**config.mk**
```make
export PLATFORM = sky130hd
export DESIGN_NAME = roulette_param
export DESIGN_NICKNAME = d
export VERILOG_FILES = /design/src/rtl/roulette_param.sv
export SDC_FILE = /design/constraint.sdc
export NUM_CORES = 1
export LEC_CHECK = 0
export CAP_MARGIN = 30
export CORE_MARGIN = 2
export CORE_UTILIZATION = 40
export DETAILED_ROUTE_END_ITERATION = 10
export GPL_ROUTABILITY_DRIVEN = 0
export PLACE_DENSITY = 0.74
export SYNTH_ARGS = -nofsm -noshare
export SYNTH_HDL_FRONTEND = slang
export SYNTH_SLANG_ARGS = --single-unit
```
**constraint.sdc**
```tcl
create_clock -name clk -period 2.9 [get_ports clk]
set_input_delay 0.87 -clock clk [delete_from_list [all_inputs] [get_ports clk]]
set_output_delay 0.87 -clock clk [all_outputs]
set_load 0.005 [all_outputs]
```
**src/rtl/roulette_param.sv**
```systemverilog
// Roulette game controller: a player balance is staked on one wheel spin at a
// time. Each accepted spin is evaluated in a single EVAL cycle, and the game
// ends in WON or LOST.
module roulette_param #(
  parameter int NUM_W     = 5,
  parameter int MAX_NUM   = 31,
  parameter int BAL_W     = 6,
  parameter int BET_W     = 3,
  parameter int START_BAL = 10,
  parameter int WIN_BAL   = 20,
  parameter int EXACT_PAY = 8
) (
  input  logic             clk,
  input  logic             reset_n,
  input  logic             start_game,
  input  logic             spin,
  input  logic [1:0]       mode,
  input  logic [NUM_W-1:0] guess,
  input  logic [BET_W-1:0] bet,
  input  logic [NUM_W-1:0] randnum,
  output logic [BAL_W-1:0] balance,
  output logic [2:0]       state_out,
  output logic             win_pulse,
  output logic             lose_pulse,
  output logic             bet_err,
  output logic [7:0]       rounds
);

  localparam logic [2:0] S_IDLE = 3'd0;
  localparam logic [2:0] S_PLAY = 3'd1;
  localparam logic [2:0] S_EVAL = 3'd2;
  localparam logic [2:0] S_WON  = 3'd3;
  localparam logic [2:0] S_LOST = 3'd4;

  localparam logic [1:0] M_EXACT = 2'b00;
  localparam logic [1:0] M_EVEN  = 2'b01;
  localparam logic [1:0] M_ODD   = 2'b10;

  // Wide enough that balance + bet*EXACT_PAY can never wrap before clamping.
  localparam int PAY_W = $clog2(EXACT_PAY + 1);
  localparam int EXT_W = BAL_W + BET_W + PAY_W + 4;

  localparam logic [EXT_W-1:0] BAL_MAX_X = EXT_W'((1 << BAL_W) - 1);
  localparam logic [EXT_W-1:0] WIN_X     = EXT_W'(WIN_BAL);
  localparam logic [EXT_W-1:0] PAY_X     = EXT_W'(EXACT_PAY);
  localparam logic [BAL_W-1:0] START_V   = BAL_W'(START_BAL);
  localparam logic [NUM_W-1:0] MAX_V     = NUM_W'(MAX_NUM);
  localparam logic [NUM_W-1:0] HALF_V    = NUM_W'(MAX_NUM / 2);

  logic [2:0]       state_q, state_d;
  logic [BAL_W-1:0] balance_q, balance_d;
  logic [7:0]       rounds_q, rounds_d;
  logic             win_q, win_d;
  logic             lose_q, lose_d;
  logic             err_q, err_d;
  logic [1:0]       mode_q, mode_d;
  logic [NUM_W-1:0] guess_q, guess_d;
  logic [BET_W-1:0] bet_q, bet_d;
  logic [NUM_W-1:0] rand_q, rand_d;

  logic [NUM_W-1:0] eff_rand;
  logic             round_win;
  logic [EXT_W-1:0] bal_x, bet_x, gain_x, sum_x, new_bal_x;
  logic             spin_ok;

  // Score the latched round: off-wheel results count as the house number 0.
  always_comb begin
    eff_rand = (rand_q > MAX_V) ? '0 : rand_q;
    case (mode_q)
      M_EXACT: round_win = (guess_q == eff_rand);
      M_EVEN:  round_win = (eff_rand != '0) && !eff_rand[0];
      M_ODD:   round_win = (eff_rand != '0) && eff_rand[0];
      default: round_win = (eff_rand != '0) && (eff_rand > HALF_V);
    endcase
    bal_x  = EXT_W'(balance_q);
    bet_x  = EXT_W'(bet_q);
    gain_x = (mode_q == M_EXACT) ? (bet_x * PAY_X) : bet_x;
    sum_x  = bal_x + gain_x;
    if (round_win) begin
      new_bal_x = (sum_x > BAL_MAX_X) ? BAL_MAX_X : sum_x;
    end else begin
      new_bal_x = (bet_x > bal_x) ? '0 : (bal_x - bet_x);
    end
    spin_ok = (bet != '0) && (EXT_W'(bet) <= bal_x) &&
              ((mode != M_EXACT) || (guess <= MAX_V));
  end

  // Next-state logic: start_game outranks everything, pulses default low.
  always_comb begin
    state_d   = state_q;
    balance_d = balance_q;
    rounds_d  = rounds_q;
    win_d     = 1'b0;
    lose_d    = 1'b0;
    err_d     = 1'b0;
    mode_d    = mode_q;
    guess_d   = guess_q;
    bet_d     = bet_q;
    rand_d    = rand_q;
    if (start_game) begin
      state_d   = S_PLAY;
      balance_d = START_V;
      rounds_d  = '0;
    end else begin
      case (state_q)
        S_PLAY: begin
          if (spin) begin
            if (spin_ok) begin
              mode_d  = mode;
              guess_d = guess;
              bet_d   = bet;
              rand_d  = randnum;
              state_d = S_EVAL;
            end else begin
              err_d = 1'b1;
            end
          end
        end
        S_EVAL: begin
          balance_d = BAL_W'(new_bal_x);
          win_d     = round_win;
          lose_d    = !round_win;
          if (rounds_q != 8'hFF) begin
            rounds_d = rounds_q + 8'd1;
          end
          if (new_bal_x >= WIN_X) begin
            state_d = S_WON;
          end else if (new_bal_x == '0) begin
            state_d = S_LOST;
          end else begin
            state_d = S_PLAY;
          end
        end
        default: ;
      endcase
    end
  end

  // State registers; reset drops straight to IDLE with a fresh balance.
  always_ff @(posedge clk or negedge reset_n) begin
    if (!reset_n) begin
      state_q   <= S_IDLE;
      balance_q <= START_V;
      rounds_q  <= '0;
      win_q     <= 1'b0;
      lose_q    <= 1'b0;
      err_q     <= 1'b0;
      mode_q    <= '0;
      guess_q   <= '0;
      bet_q     <= '0;
      rand_q    <= '0;
    end else begin
      state_q   <= state_d;
      balance_q <= balance_d;
      rounds_q  <= rounds_d;
      win_q     <= win_d;
      lose_q    <= lose_d;
      err_q     <= err_d;
      mode_q    <= mode_d;
      guess_q   <= guess_d;
      bet_q     <= bet_d;
      rand_q    <= rand_d;
    end
  end

  assign balance    = balance_q;
  assign state_out  = state_q;
  assign win_pulse  = win_q;
  assign lose_pulse = lose_q;
  assign bet_err    = err_q;
  assign rounds     = rounds_q;

endmodule

```
==> metrics list <==
- Outcome: complete, no violations
- The repair_antennas step left the layout with diodes totalling 0.
- After synthesis the netlist holds a flip-flop and latch count of 35.
- Synth unique cells: 48
- Data arrival, critical path: approximately 2.9 ns
- The post-route netlist has between 15 and 20% of its cells at a drive strength greater than 1.
* CP startpoint kind: flip-flop
- Required time worst endpoint: about 3.1 ns
* Post-detailed-route via-to-cell ratio: approximately 5.3
- In this run, synthesis inferred 0 flip-flops with an integrated enable.
- Die width: just under 80 um
- Detailed-placement wirelength estimate: approximately 3700 um
* Routed wire length: slightly above 5000 um
- Final Hold Viols: 0
- After clock tree synthesis, the flow added hold-fix buffers numbering 0.
- Core area: between 0.005 and 0.006 mm^2
* Average wire length per cell after detail routing: around 14 um
* Clock tree root buffer cell: clkbuf_8
- Summed over all cells, the static leakage comes to 1.31 nW.
* Starting Density: between 40% and 50%
- Power spread over the standard cell area amounts to 807 mW/mm^2.
* Number of nets with antenna violations after detailed routing: 0
- Max-slew headroom at the worst pin: around two thirds
- Clock slew at reported path FFs: around 0.070 ns
- Entering global routing, the biggest net connects 36 pins.
- R2R cell count: 13
- No sink is reached through more buffers than the 2 on the longest clock path.
- In the synthesized netlist the async set-or-reset flop fraction comes to 100%.
* Final worst-path cycle share: approximately 93%
- Critical register-to-register path startpoint: mode_q[1]
- Counting instances, the worst hold path has a depth of 1.
- Final slew viol count: 0
- After floorplanning, the core was divided into 27 placement rows.
- Worst VDD drop: about 0.46 mV
- In this run the vertical extent of the chip is approximately 79 um.
- At the pin with the least slew margin, the transition time is about 0.51 ns.
* Final design instance area without fill: slightly below 0.003 mm^2
* Total setup buffers inserted after CTS: 0
- The tightest min-delay check is of the flip-flop to flip-flop type.
- Count of synthesis-stage warnings from yosys: 0
- Xor/xnor share of the synthesized area: 5.85%
* Critical path class: flip-flop to flip-flop
* Setup-failing EPs final: 0
* First-pass detailed-route iteration total: 4
- Time the worst path needs with I/O delays and setup: between 2 and 3 ns
* Cell Area, Placed: around 0.0028 mm^2
- After synthesis, the share of cell area in mux cells is ~8.9%.
* Number of global-route vias before repair: 1872
- 39 I/O pins were placed.
- In this run the mean area of a mapped cell was ~10 um^2.
* Dominant combinational cell family by area after synthesis: simple AND/OR/NAND/NOR gates
- Netlist area before placement: roughly 0.0022 mm^2
- Between clock sinks in the finished design, the worst skew comes to 0.00615 ns.
- Compound-Gate Fraction of Synth Area: approximately 15%
* Hold_ws: about 0.54 ns
* Post-synthesis share of cell area spent on and, or, nand and nor gates: around 16%
- In this run, the number of DRC markers left after iteration 0 of detailed routing was between 80 and 90.
- CTS built an H-tree with a depth of 2.
- TritonCTS built the clock tree.
* Synthesized-area fraction occupied by adder cells: between 10% and 20%
- Once layout is complete, the utilization of the core stands at roughly 54%.
- Global-route wire length before repair: between 8000 and 9000 um
- Slack of the worst reg-to-reg path: 0.20 ns
* Critical path capture point type: flip-flop
- Reg2reg end: state_out[0]
- The die covers around 0.0062 mm^2.
* Overall Global Routing Usage: about 17%
- Count of mapped cells out of synthesis: roughly 230
* Number of antenna violations at the first check in global routing: 0
* Number of clock buffers inserted by TritonCTS: 5
* Number of I/O port buffers: 38
- For this run, the register share of the synthesized area comes to around 39%.
- Critical path capture point: state_out[0]
* Total vias in the final route: roughly 1900
- The tree built by TritonCTS fans out to 35 sinks.
- After the last flow step, the layout net total stands at about 320.
* Net count after synthesis: 267
- Clock latency on the worst-skew pair, taken at its later pin, is between 0.2 and 0.3 ns.
- Synth Flop Type: dfrtp_1
* Number of maximum-capacitance constraint violations: 0
- Worst setup path start: mode_q[1]
- Area grow syn2layout: 31.6%
- Global routing finished with a remaining overflow of 0.
* Fmax: between 0.3 and 0.4 GHz
* Number of filler instances in the final layout: 519
- In this run the worst path has a maximum fanout of 4.
- Residual DRC count: 0
==> worst min path at each step <==
stage / from / to / slack [ns]
final: guess_q[1] / guess_q[1] / 0.54
after global routing: guess_q[3] / guess_q[3] / 0.55
after CTS: guess_q[4] / guess_q[4] / 0.54
after detailed placement: guess_q[2] / guess_q[2] / 0.52
after global placement: guess_q[2] / guess_q[2] / 0.51
after floorplan: bet_q[2] / bet_q[2] / 0.49
==> report_power, final <==
part           total (W)  switching (W)  internal (W)
logic            0.00124       0.000639      0.000597
registers       0.000698       0.000103      0.000596
clock network   0.000453       0.000175      0.000278
==> synth_stat cells, types with 2 or more instances <==
master / n / area share [%]
o31ai_1: 4 / 1.3
clkbuf_1: 3 / 0.50
o21ai_0: 8 / 1.8
nand2_1: 15 / 2.5
nand3_1: 7 / 1.6
a211oi_1: 5 / 1.7
nor2b_1: 3 / 0.84
a21oi_1: 10 / 2.2
and2_1: 4 / 1.1
nand2b_1: 4 / 1.1
inv_1: 15 / 2.5
fa_1: 2 / 1.8
ha_1: 17 / 9.5
nand4_1: 2 / 0.56
a31oi_1: 2 / 0.56
xnor2_1: 4 / 1.6
a211o_1: 4 / 1.6
xor2_1: 11 / 4.3
o21a_1: 2 / 0.67
nor2_1: 23 / 3.8
mux2_2: 15 / 7.5
a21o_1: 2 / 0.67
buf_4: 2 / 0.67
nand3b_1: 2 / 0.67
nor3_1: 5 / 1.1
mux2i_1: 3 / 1.3
dfstp_2: 2 / 2.3
dfrtp_1: 33 / 37
==> state kept, by name, summed over array words and instances, names as in the netlist <==
signal and cells:
mode_q 2, rand_q 5, win_pulse 1, state_out 3
lose_pulse 1, balance 6, bet_q 3, bet_err 1
rounds 8, guess_q 5
==> per-stage QoR <==
step | setup TNS [ns] | cells | total power, W | setup WS, ns
floorplan | 0 | 229 | 0.00149 | 0.259
global placement | 0 | 344 | 0.00179 | 0.0650
detailed placement | 0 | 344 | 0.00182 | 0.00108
CTS | 0 | 352 | 0.00230 | 0.0733
global route | -0.0151 | 352 | 0.00258 | -0.0151
finish | 0 | 352 | 0.00239 | 0.198
==> kinds of logic after synthesis <==
logic type      Yosys count
compound gates           49
xor+xnor                 15
fa+ha+maj                19
buf+inv                  21
flops                    35
mux                      18
simple gates             72
==> critical path, stage by stage, from the launching register on <==
cell and delay (ns):
dfrtp_1 0.38, inv_1 0.11, ha_2 0.22, nor2b_1 0.06
ha_2 0.17, inv_1 0.06, fa_1 0.19, nand2b_4 0.16
a211oi_1 0.11, o22ai_1 0.23, nand2_1 0.11, o41ai_2 0.31
nand3b_1 0.17, a211o_1 0.31
==> layer usage <==
layer,up-vias,GRT usage [%],wire length [um]
li1,918,-,-
met1,898,21.7,2220
met2,42,28.8,2550
met3,8,3.41,183
met4,0,6.72,84
met5,-,0,0
==> layout by cell type (no fill, tap or decap), types with 3 or more instances in the layout <==
cell type	n
nand2_1	15
a21oi_1	7
a21oi_2	3
dfrtp_1	33
nor2b_1	3
ha_1	15
o31ai_1	3
buf_4	10
nor3_1	5
a211o_1	4
clkbuf_8	6
xor2_1	11
o21ai_0	7
and2_1	4
nand3_1	7
inv_1	15
nor2_1	23
mux2i_1	3
clkdlybuf4s50_1	38
mux2_2	15
xnor2_1	3
a211oi_1	4
==> what timing repair did <==
item / CTS / global route
endpoints found under the hold margin: 0 / 0
pin swaps: 0 / 3
gates resized for setup: 1 / 12
setup endpoints to repair: 1 / 5
==> cell type report <==
cell class,instances,area [um^2],share of cell area [%]
clock buffer,6,82.6,2.79
clock inverter,2,35.0,1.18
inverter,15,56.3,1.90
multi-input combinational,173,1340,45.3
sequential,35,878,29.7
tap,72,90.1,3.05
timing repair buffer,49,475,16.1
No activity file was read; power rests on OpenSTA's default activity.
